[src/rtl/mips_mem_pkg.sv]
// Shared types and lane-mapping helpers for the MIPS memory bus bridge.
// Lanes are big-endian: byte offset 0 is the most significant byte lane.
package mips_mem_pkg;

    typedef enum logic [1:0] {
        BYTE = 2'b00,
        HALF = 2'b01,
        WORD = 2'b10
    } mem_size_t;

    typedef enum logic [1:0] {
        IDLE   = 2'b00,
        REQ    = 2'b01,
        RDWAIT = 2'b10,
        DONE   = 2'b11
    } bridge_state_t;

    localparam logic [3:0] BE_WORD    = 4'b1111;
    localparam logic [3:0] BE_HALF_HI = 4'b1100;
    localparam logic [3:0] BE_HALF_LO = 4'b0011;
    localparam logic [3:0] BE_BYTE0   = 4'b1000;

    // Raw size code 2'b11 behaves like a word access.
    function automatic mem_size_t decode_size(input logic [1:0] code);
        case (code)
            2'b00:   return BYTE;
            2'b01:   return HALF;
            default: return WORD;
        endcase
    endfunction

    // Halves need an even offset, words need offset zero.
    function automatic logic is_misaligned(input mem_size_t size, input logic [1:0] offset);
        case (size)
            BYTE:    return 1'b0;
            HALF:    return offset[0];
            default: return offset != 2'b00;
        endcase
    endfunction

    // Byte offset k owns enable bit 3-k.
    function automatic logic [3:0] lane_enables(input mem_size_t size, input logic [1:0] offset);
        case (size)
            BYTE:    return BE_BYTE0 >> offset;
            HALF:    return offset[1] ? BE_HALF_LO : BE_HALF_HI;
            default: return BE_WORD;
        endcase
    endfunction

endpackage

[src/rtl/byte_lane_unit.sv]
// Combinational lane steering: byte enables, replicated store data and
// right-justified, extended load data.
module byte_lane_unit
    import mips_mem_pkg::*;
(
    input  mem_size_t   size,
    input  logic [1:0]  offset,
    input  logic        sign_ext,
    input  logic [31:0] store_data,
    input  logic [31:0] read_word,
    output logic [3:0]  byteenable,
    output logic [31:0] write_data,
    output logic [31:0] load_data
);

    logic [7:0]  byte_sel;
    logic [15:0] half_sel;

    // Enables and replicated store data so any enabled lane carries the value.
    always_comb begin
        byteenable = lane_enables(size, offset);
        case (size)
            BYTE:    write_data = {4{store_data[7:0]}};
            HALF:    write_data = {2{store_data[15:0]}};
            default: write_data = store_data;
        endcase
    end

    // Pick the addressed lane out of the read word and extend it.
    always_comb begin
        case (offset)
            2'd0:    byte_sel = read_word[31:24];
            2'd1:    byte_sel = read_word[23:16];
            2'd2:    byte_sel = read_word[15:8];
            default: byte_sel = read_word[7:0];
        endcase
        half_sel = offset[1] ? read_word[15:0] : read_word[31:16];
        case (size)
            BYTE:    load_data = {{24{sign_ext & byte_sel[7]}}, byte_sel};
            HALF:    load_data = {{16{sign_ext & half_sel[15]}}, half_sel};
            default: load_data = read_word;
        endcase
    end

endmodule

[src/rtl/mem_bus_bridge.sv]
// Runs one CPU load/store as a single Avalon-MM transaction and holds the
// core in stall until it completes. Lane steering lives in byte_lane_unit.
module mem_bus_bridge
    import mips_mem_pkg::*;
(
    input  logic        clk,
    input  logic        reset,
    input  logic        cpu_req,
    input  logic        cpu_write,
    input  logic [31:0] cpu_addr,
    input  logic [31:0] cpu_wdata,
    input  logic [1:0]  cpu_size,
    input  logic        cpu_signed,
    output logic        stall,
    output logic [31:0] cpu_rdata,
    output logic        cpu_done,
    output logic        cpu_err,
    output logic [31:0] avm_address,
    output logic        avm_read,
    output logic        avm_write,
    output logic [31:0] avm_writedata,
    output logic [3:0]  avm_byteenable,
    input  logic        avm_waitrequest,
    input  logic [31:0] avm_readdata
);

    bridge_state_t state;
    bridge_state_t next_state;

    logic [31:0] addr_q;
    logic [31:0] wdata_q;
    mem_size_t   size_q;
    logic        signed_q;
    logic        write_q;
    logic        err_q;
    logic [31:0] rdata_q;

    logic [3:0]  lane_be;
    logic [31:0] lane_wdata;
    logic [31:0] lane_load;

    byte_lane_unit u_lanes (
        .size       (size_q),
        .offset     (addr_q[1:0]),
        .sign_ext   (signed_q),
        .store_data (wdata_q),
        .read_word  (avm_readdata),
        .byteenable (lane_be),
        .write_data (lane_wdata),
        .load_data  (lane_load)
    );

    // State register; reset abandons any bus request in flight.
    always_ff @(posedge clk) begin
        if (reset) state <= IDLE;
        else       state <= next_state;
    end

    // Latch the request in IDLE so the bus sees stable copies; capture read data in RDWAIT.
    always_ff @(posedge clk) begin
        if (reset) begin
            addr_q   <= '0;
            wdata_q  <= '0;
            size_q   <= BYTE;
            signed_q <= 1'b0;
            write_q  <= 1'b0;
            err_q    <= 1'b0;
            rdata_q  <= '0;
        end else if (state == IDLE && cpu_req) begin
            addr_q   <= cpu_addr;
            wdata_q  <= cpu_wdata;
            size_q   <= decode_size(cpu_size);
            signed_q <= cpu_signed;
            write_q  <= cpu_write;
            err_q    <= is_misaligned(decode_size(cpu_size), cpu_addr[1:0]);
            rdata_q  <= '0;
        end else if (state == RDWAIT) begin
            rdata_q  <= lane_load;
        end
    end

    // Misaligned requests skip the bus; DONE always returns to IDLE so a held request is not re-taken.
    always_comb begin
        next_state = state;
        case (state)
            IDLE: begin
                if (cpu_req)
                    next_state = is_misaligned(decode_size(cpu_size), cpu_addr[1:0]) ? DONE : REQ;
            end
            REQ: begin
                if (!avm_waitrequest)
                    next_state = write_q ? DONE : RDWAIT;
            end
            RDWAIT:  next_state = DONE;
            DONE:    next_state = IDLE;
            default: next_state = IDLE;
        endcase
    end

    // Stall is combinational so the control FSM sees it in the request cycle itself.
    always_comb begin
        stall          = (state == IDLE && cpu_req) || state == REQ || state == RDWAIT;
        avm_read       = (state == REQ) && !write_q;
        avm_write      = (state == REQ) && write_q;
        avm_byteenable = (state == REQ) ? lane_be : 4'b0000;
        cpu_done       = (state == DONE);
        cpu_err        = (state == DONE) && err_q;
    end

    assign avm_address   = {addr_q[31:2], 2'b00};
    assign avm_writedata = lane_wdata;
    assign cpu_rdata     = rdata_q;

endmodule

[config.mk]
export PLATFORM = sky130hd
export DESIGN_NAME = mem_bus_bridge
export DESIGN_NICKNAME = d
export VERILOG_FILES = /design/src/rtl/mips_mem_pkg.sv /design/src/rtl/byte_lane_unit.sv /design/src/rtl/mem_bus_bridge.sv
export SDC_FILE = /design/constraint.sdc
export NUM_CORES = 1
export LEC_CHECK = 0
export BUFFER_PORTS_ARGS = -buffer_cell sky130_fd_sc_hd__clkbuf_2
export CORE_ASPECT_RATIO = 1.5
export CORE_UTILIZATION = 47
export CTS_CLUSTER_DIAMETER = 60
export DETAILED_ROUTE_END_ITERATION = 7
export PLACE_DENSITY = 0.83
export SYNTH_ARGS = -nofsm -noshare
export SYNTH_HDL_FRONTEND = slang
export SYNTH_SLANG_ARGS = --single-unit
export TNS_END_PERCENT = 50
[constraint.sdc]
create_clock -name clk -period 2.7 [get_ports clk]
set_clock_uncertainty 0.2 [all_clocks]
set_input_delay 0 -clock clk [delete_from_list [all_inputs] [get_ports clk]]
set_output_delay 0 -clock clk [all_outputs]
set_load 0.02 [all_outputs]
Yosys cells after proc, flatten, opt, wreduce, memory -nomap -nowiden

Cells that the tools add are included.

Equal/unequal tests: 11
Shifts and indexed selects: 1
Muxes and demuxes: 21
Bitwise gates (word level): 2
Reduce and logical (&&, ||, !) cells: 16

Operators by type and width:

| kind                                                                   | count |
|---|---|
| 32-bit case mux with 2 select lines                                    | 2 |
| 8-bit case mux with 3 select lines                                     | 1 |
| 16-bit 2-to-1 mux                                                      | 1 |
| 2-bit 2-to-1 mux                                                       | 7 |
| 2-bit by 1-bit equality test with 1-bit output (second input constant) | 6 |
| 2-bit logical NOT                                                      | 6 |
| 4-bit 2-to-1 mux                                                       | 2 |
| 2-bit case mux with 4 select lines                                     | 1 |
| 4-bit case mux with 2 select lines                                     | 1 |
| 2-bit equality test (second input constant)                            | 3 |
| 1-bit logical AND                                                      | 4 |
| 2-bit != test (second input constant)                                  | 2 |
| 1-bit case mux with 2 select lines                                     | 2 |
| 2-bit case mux with 2 select lines                                     | 1 |
| 4-bit by 2-bit right shift with 4-bit output (first input constant)    | 1 |
| 1-bit 2-to-1 mux                                                       | 3 |
| 1-bit bitwise AND                                                      | 2 |
| 1-bit logical OR                                                       | 2 |
| 2-bit AND reduction                                                    | 1 |
| 2-bit nonzero test                                                     | 1 |
| 2-bit OR reduction                                                     | 1 |
| 1-bit logical NOT                                                      | 1 |

Bits in registers: 103
Bits of input ports: 104
Output and inout bits: 105

Depth between registers and ports, before layout

Depth after elaboration: 11
Gate-level depth with buffers: 7
Mapped depth without buffers: 5

Modules after synthesis

A second synthesis with hierarchy kept.

Cells, all modules: 495
Area total of the unflattened synthesis: 4868.4 um^2

Modules (own cells, without submodules):

| module         | times used | cells an instance | area each (um^2) |
|---|---|---|---|
| mem_bus_bridge | 1          | 327               | 3711.1 |
| byte_lane_unit | 1          | 168               | 1157.4 |

Least setup slack after synthesis

Ideal clock, no wire load.

Path type: flip-flop to flip-flop
Start point: register state[0]
End point: register rdata_q[8] (netlist: cpu_rdata[8])
Arrival: 1.579 ns
Setup slack: 0.847 ns
Cell stages (with the launch flop): 8
Clock period less this slack: 1.853 ns
Cell sequence: dfxtp_1 inv_1 ha_1 a21oi_1 clkbuf_1 clkbuf_1 o21ai_0 a31oi_1

Word-level cells in the longest chain between the ends: 3
Elaborated cells on any way between the ends: 4
Those cells by class: eq/ne: 1; reduce/logical: 3

RTL lines:

| what                                | line                 | RTL |
|---|---|---|
| start, declared                     | mem_bus_bridge.sv:27 | `bridge_state_t state;` |
| start signal, assigned              | mem_bus_bridge.sv:56 | `else state <= next_state;` |
| 2-bit logical NOT                   | mem_bus_bridge.sv:69 | `end else if (state == IDLE && cpu_req) begin` |
| 1-bit logical AND                   | mem_bus_bridge.sv:69 |  |
| 2-bit OR reduction (no source line) | -                    |  |
| end signal, assigned                | mem_bus_bridge.sv:78 | `rdata_q <= lane_load;` |
| end, declared                       | mem_bus_bridge.sv:36 | `logic [31:0] rdata_q;` |

Parallel ways exist; a longest one is shown, timed or not.
A chain may end at the register's enable or synchronous reset.

Worst setup path after layout

Start point: register size_q[0]
End point: register rdata_q[15] (netlist: cpu_rdata[15])

Word-level cells in the longest chain between the ends: 2
Elaborated cells on any way between the ends: 3
Those cells by class: eq/ne: 1; mux: 1; reduce/logical: 1

RTL lines:

| what                                                                                       | line                 | RTL |
|---|---|---|
| start, declared                                                                            | mem_bus_bridge.sv:32 | `mem_size_t size_q;` |
| start signal, assigned                                                                     | mem_bus_bridge.sv:72 | `size_q <= decode_size(cpu_size);` |
| 2-bit by 1-bit equality test with 1-bit output / 2-bit logical NOT (equally long branches) | byte_lane_unit.sv:38 | `case (size)` |
| 32-bit case mux with 2 select lines (*)                                                    | byte_lane_unit.sv:38 |  |

Mark *: on every way between the ends. The rest lies on a longest branch, timed or not.

==> run_results.csv <==
group,metric,value,unit
clocking,clkLatencyLatePin,0.35,ns
detailed_routing,vias,4931,
sta,slew_violations,0,
clocking,clockBufferDepth,2,
detailed_routing,dr.pass1.iters,5,
worst_setup_path,cp_cell_sequence,"buf_4 > nor2_2 > a31oi_4 > a31oi_1 > dlygate4sd3_1",
sta,worst_slew_pin_slew,0.5731,ns
die,core,0.009634,sq mm
worst_setup_path,crit_path_end_kind,"register",
die,initial_core_util,48.05,%
synthesis,synth-seq-area-share,44.54,%
sta,rsz0062_at_grt,"no",
synthesis,synth_common_cells,"103 x dfxtp_1, 69 x a22o_1, 41 x buf_4, 41 x o21ai_0, 35 x nand2_1",
synthesis,synth_xor_area_share,0,%
cells_and_area,drive_above_1_share,33.90,%
cells_and_area,nets,865,
synthesis,synth_top_family_by_area,"compound AO/OA/AOI/OAI gates",
synthesis,synth_area_per_cell,9.565,sq um
global_route,first_global_vias,4962,
worst_setup_path,arrival,2.58,ns
clocking,cts_tree,"built",
worst_setup_path,r2r_slack,0.20,ns
worst_setup_path,worst_path_max_delay_cell,"dlygate4sd3_1",
detailed_routing,drt_wl_total,16.55,mm
synthesis,synth_seq_cells,103,
min_path,min_from,"cpu_wdata[8]",
synthesis,yosys.area_share.simple,7.757,%
worst_setup_path,reg2regPathDepth,5,
detailed_routing,drtIter0Drc,294,
min_path,hold_end,"wdata_q[8]",
die,dieWidth,83.04,um
power,leakage,3.253,nW
worst_setup_path,r2r-end,"cpu_rdata[15]",
detailed_routing,wl_met3,1.093,mm
synthesis,synth.most_common_cell,"dfxtp_1",
power,power.total,0.005813,W
min_path,holdPathStages,3,
place,place_congestion,0.9463,
clocking,cts_sinks,103,
cells_and_area,diodes,0,
synthesis,ys_types,36,
job,maxCapViolCount,0,
detailed_routing,highest_layer,"met4",
synthesis,synth_area,0.004629,sq mm
sta,relSlewSlack,61.75,%
cells_and_area,multi_input_area,0.002085,sq mm
power,ir_drop,0.5734,mV
global_route,overflow,0,
synthesis,synth_top_cell_area_share,44.54,%
synthesis,synthAdderAreaFrac,1.351,%
detailed_routing,wl_met1,6.098,mm
clocking,h-tree-depth,3,
detailed_routing,wl_per_cell,18.89,um
synthesis,synth_compound_area_share,28.46,%
sta,setup_viol,0,
worst_setup_path,cp-start-kind,"register",
global_route,grt_max_degree,59,
synthesis,synth_cells,484,
synthesis,yosysWarnings,0,
place,dpl.hpwl,9.643,mm
detailed_routing,final_antenna_net_count,0,
global_route,antenna_found_initial,0,
synthesis,synth_edf_count,0,
min_path,hp-class,"input pin to register",
die,rows,44,
synthesis,synthArstFlopShare,0,%
die,dieHeight,123.6,um
cells_and_area,regArea,0.002064,sq mm
worst_setup_path,max_stage_delay,0.56,ns
cells_and_area,syn_to_final_growth,51.35,%
die,dieArea,0.01026,sq mm
sta,fin_crit_sh,92.48,%
clocking,root_buffer,"clkbuf_16",
synthesis,ys.flop_type,"dfxtp_1",
synthesis,synth.mux.area_fraction,6.703,%
detailed_routing,routed-wl-met2,8.603,mm
worst_setup_path,cp.required,2.78,ns
outcome,status,"finished clean",
place,port_buffers,206,
clocking,cts_made_buffers,9,
synthesis,synthTopCellsByArea,"dfxtp_1 45%, a22o_1 13%, buf_4 6.6%",
power,power_density,829.6,mW/mm^2
die,ios,209,
clocking,clk_pin_slew,0.08,ns
synthesis,synth_top_area_cell,"dfxtp_1",
global_route,gr-usage-all-layers,31.45,%
detailed_routing,drc,0,
sta,hold_viol_final,0,
cells_and_area,nFillCells,635,
worst_setup_path,cp_max_fo,17,
global_route,grt_pass1_wl,25.31,mm
sta,timing.setup.tns,0,ns
sta,period_needed,2.497,ns
place,dp.cells,736,
worst_setup_path,critical_path_class,"register to register",
sta,clock.fmax,0.4005,GHz
detailed_routing,vias_per_cell,5.629,
cells_and_area,fin_cells,876,
worst_setup_path,r2r_start,"size_q[0]",
## layer usage
metal	vias to the layer above	track usage [%]
met2	284	57.38
met5	-	0
li1	2269	-
met4	0	16.27
met3	57	6.342
met1	2321	34.52
## critical path, delay by kind of cell, from the launching register on
family	cells	cell delay, ns
buffers and inverters	2	0.84
AO/OA/AOI/OAI	2	0.47
flip-flops	1	0.46
AND/OR/NAND/NOR	1	0.46
## where the power goes
part           switching [W]  internal (W)  total [W]
logic                0.00139      0.000959    0.00235
clock network       0.000626      0.000739    0.00136
registers           0.000257       0.00184    0.00210
## what timing repair did
| action | in CTS | in global routing |
|---|---|---|
| hold endpoints to repair | 103 | 7 |
| setup buffers | 0 | 2 |
| gates resized for setup | 0 | 2 |
| endpoints found under the setup margin | 0 | 5 |
| hold buffers | 121 | 1 |
## worst max path at each step
stage,startpoint,end,slack (ns),cells past startpoint
after floorplan,state[0],cpu_rdata[8],0.85,7
after global placement,addr_q[1],cpu_rdata[0],0.58,4
after detailed placement,addr_q[1],cpu_rdata[21],0.54,5
after CTS,size_q[0],cpu_rdata[10],0.08,5
after global routing,size_q[0],cpu_rdata[15],0.05,5
final,size_q[0],cpu_rdata[15],0.20,5
## final cells by class
class                           instances  share of cell area, %
Timing Repair Buffer                  339                  33.86
Multi-Input combinational cell        294                  29.75
Sequential cell                       103                  29.46
Clock buffer                            9                  3.214
Tap cell                              115                  2.054
Clock inverter                          7                  1.179
Inverter                                9                 0.4821
## stage by stage
stage | setup slack (ns) | cell area [sq um] | hold slack, ns | util [%]
after CTS | 0.08112 | 6972 | 0.02925 | 72.36
after floorplan | 0.8466 | 4633 | -0.1272 | -
after detailed placement | 0.5370 | 5453 | 0.01206 | 56.60
after global routing | 0.05400 | 7007 | 0.2089 | 72.73
final | 0.2030 | 7007 | 0.2181 | 72.73
after global placement | 0.5831 | 5453 | 0.009992 | 56.60
## sequential cells by signal, indices dropped and copies added, names as in the netlist
signal	count
write_q	1
wdata_q	32
cpu_rdata	32
state	2
addr_q	32
err_q	1
signed_q	1
size_q	2
## cell families (layout without fill, tap and decap cells)
family	Yosys count	in the layout
and+or+nand+nor	74	74
DFF	103	103
other	1	2
muxes	29	29
adders and majority gates	5	5
AOI/OAI and AO/OA	184	184
buffers and inverters	88	364
## layout by cell type (no fill, tap or decap), types with 9 or more instances in the layout
cell type      count
mux2_2            16
clkbuf_2         206
o21ai_0           41
and2_1            10
inv_1              9
a21oi_1           28
dfxtp_1          101
dlygate4sd3_1    122
nor2b_1           11
nand2_1           35
a22o_1            69
clkbuf_16          9
mux2i_1           13
Power figures use the tool's default switching activity.
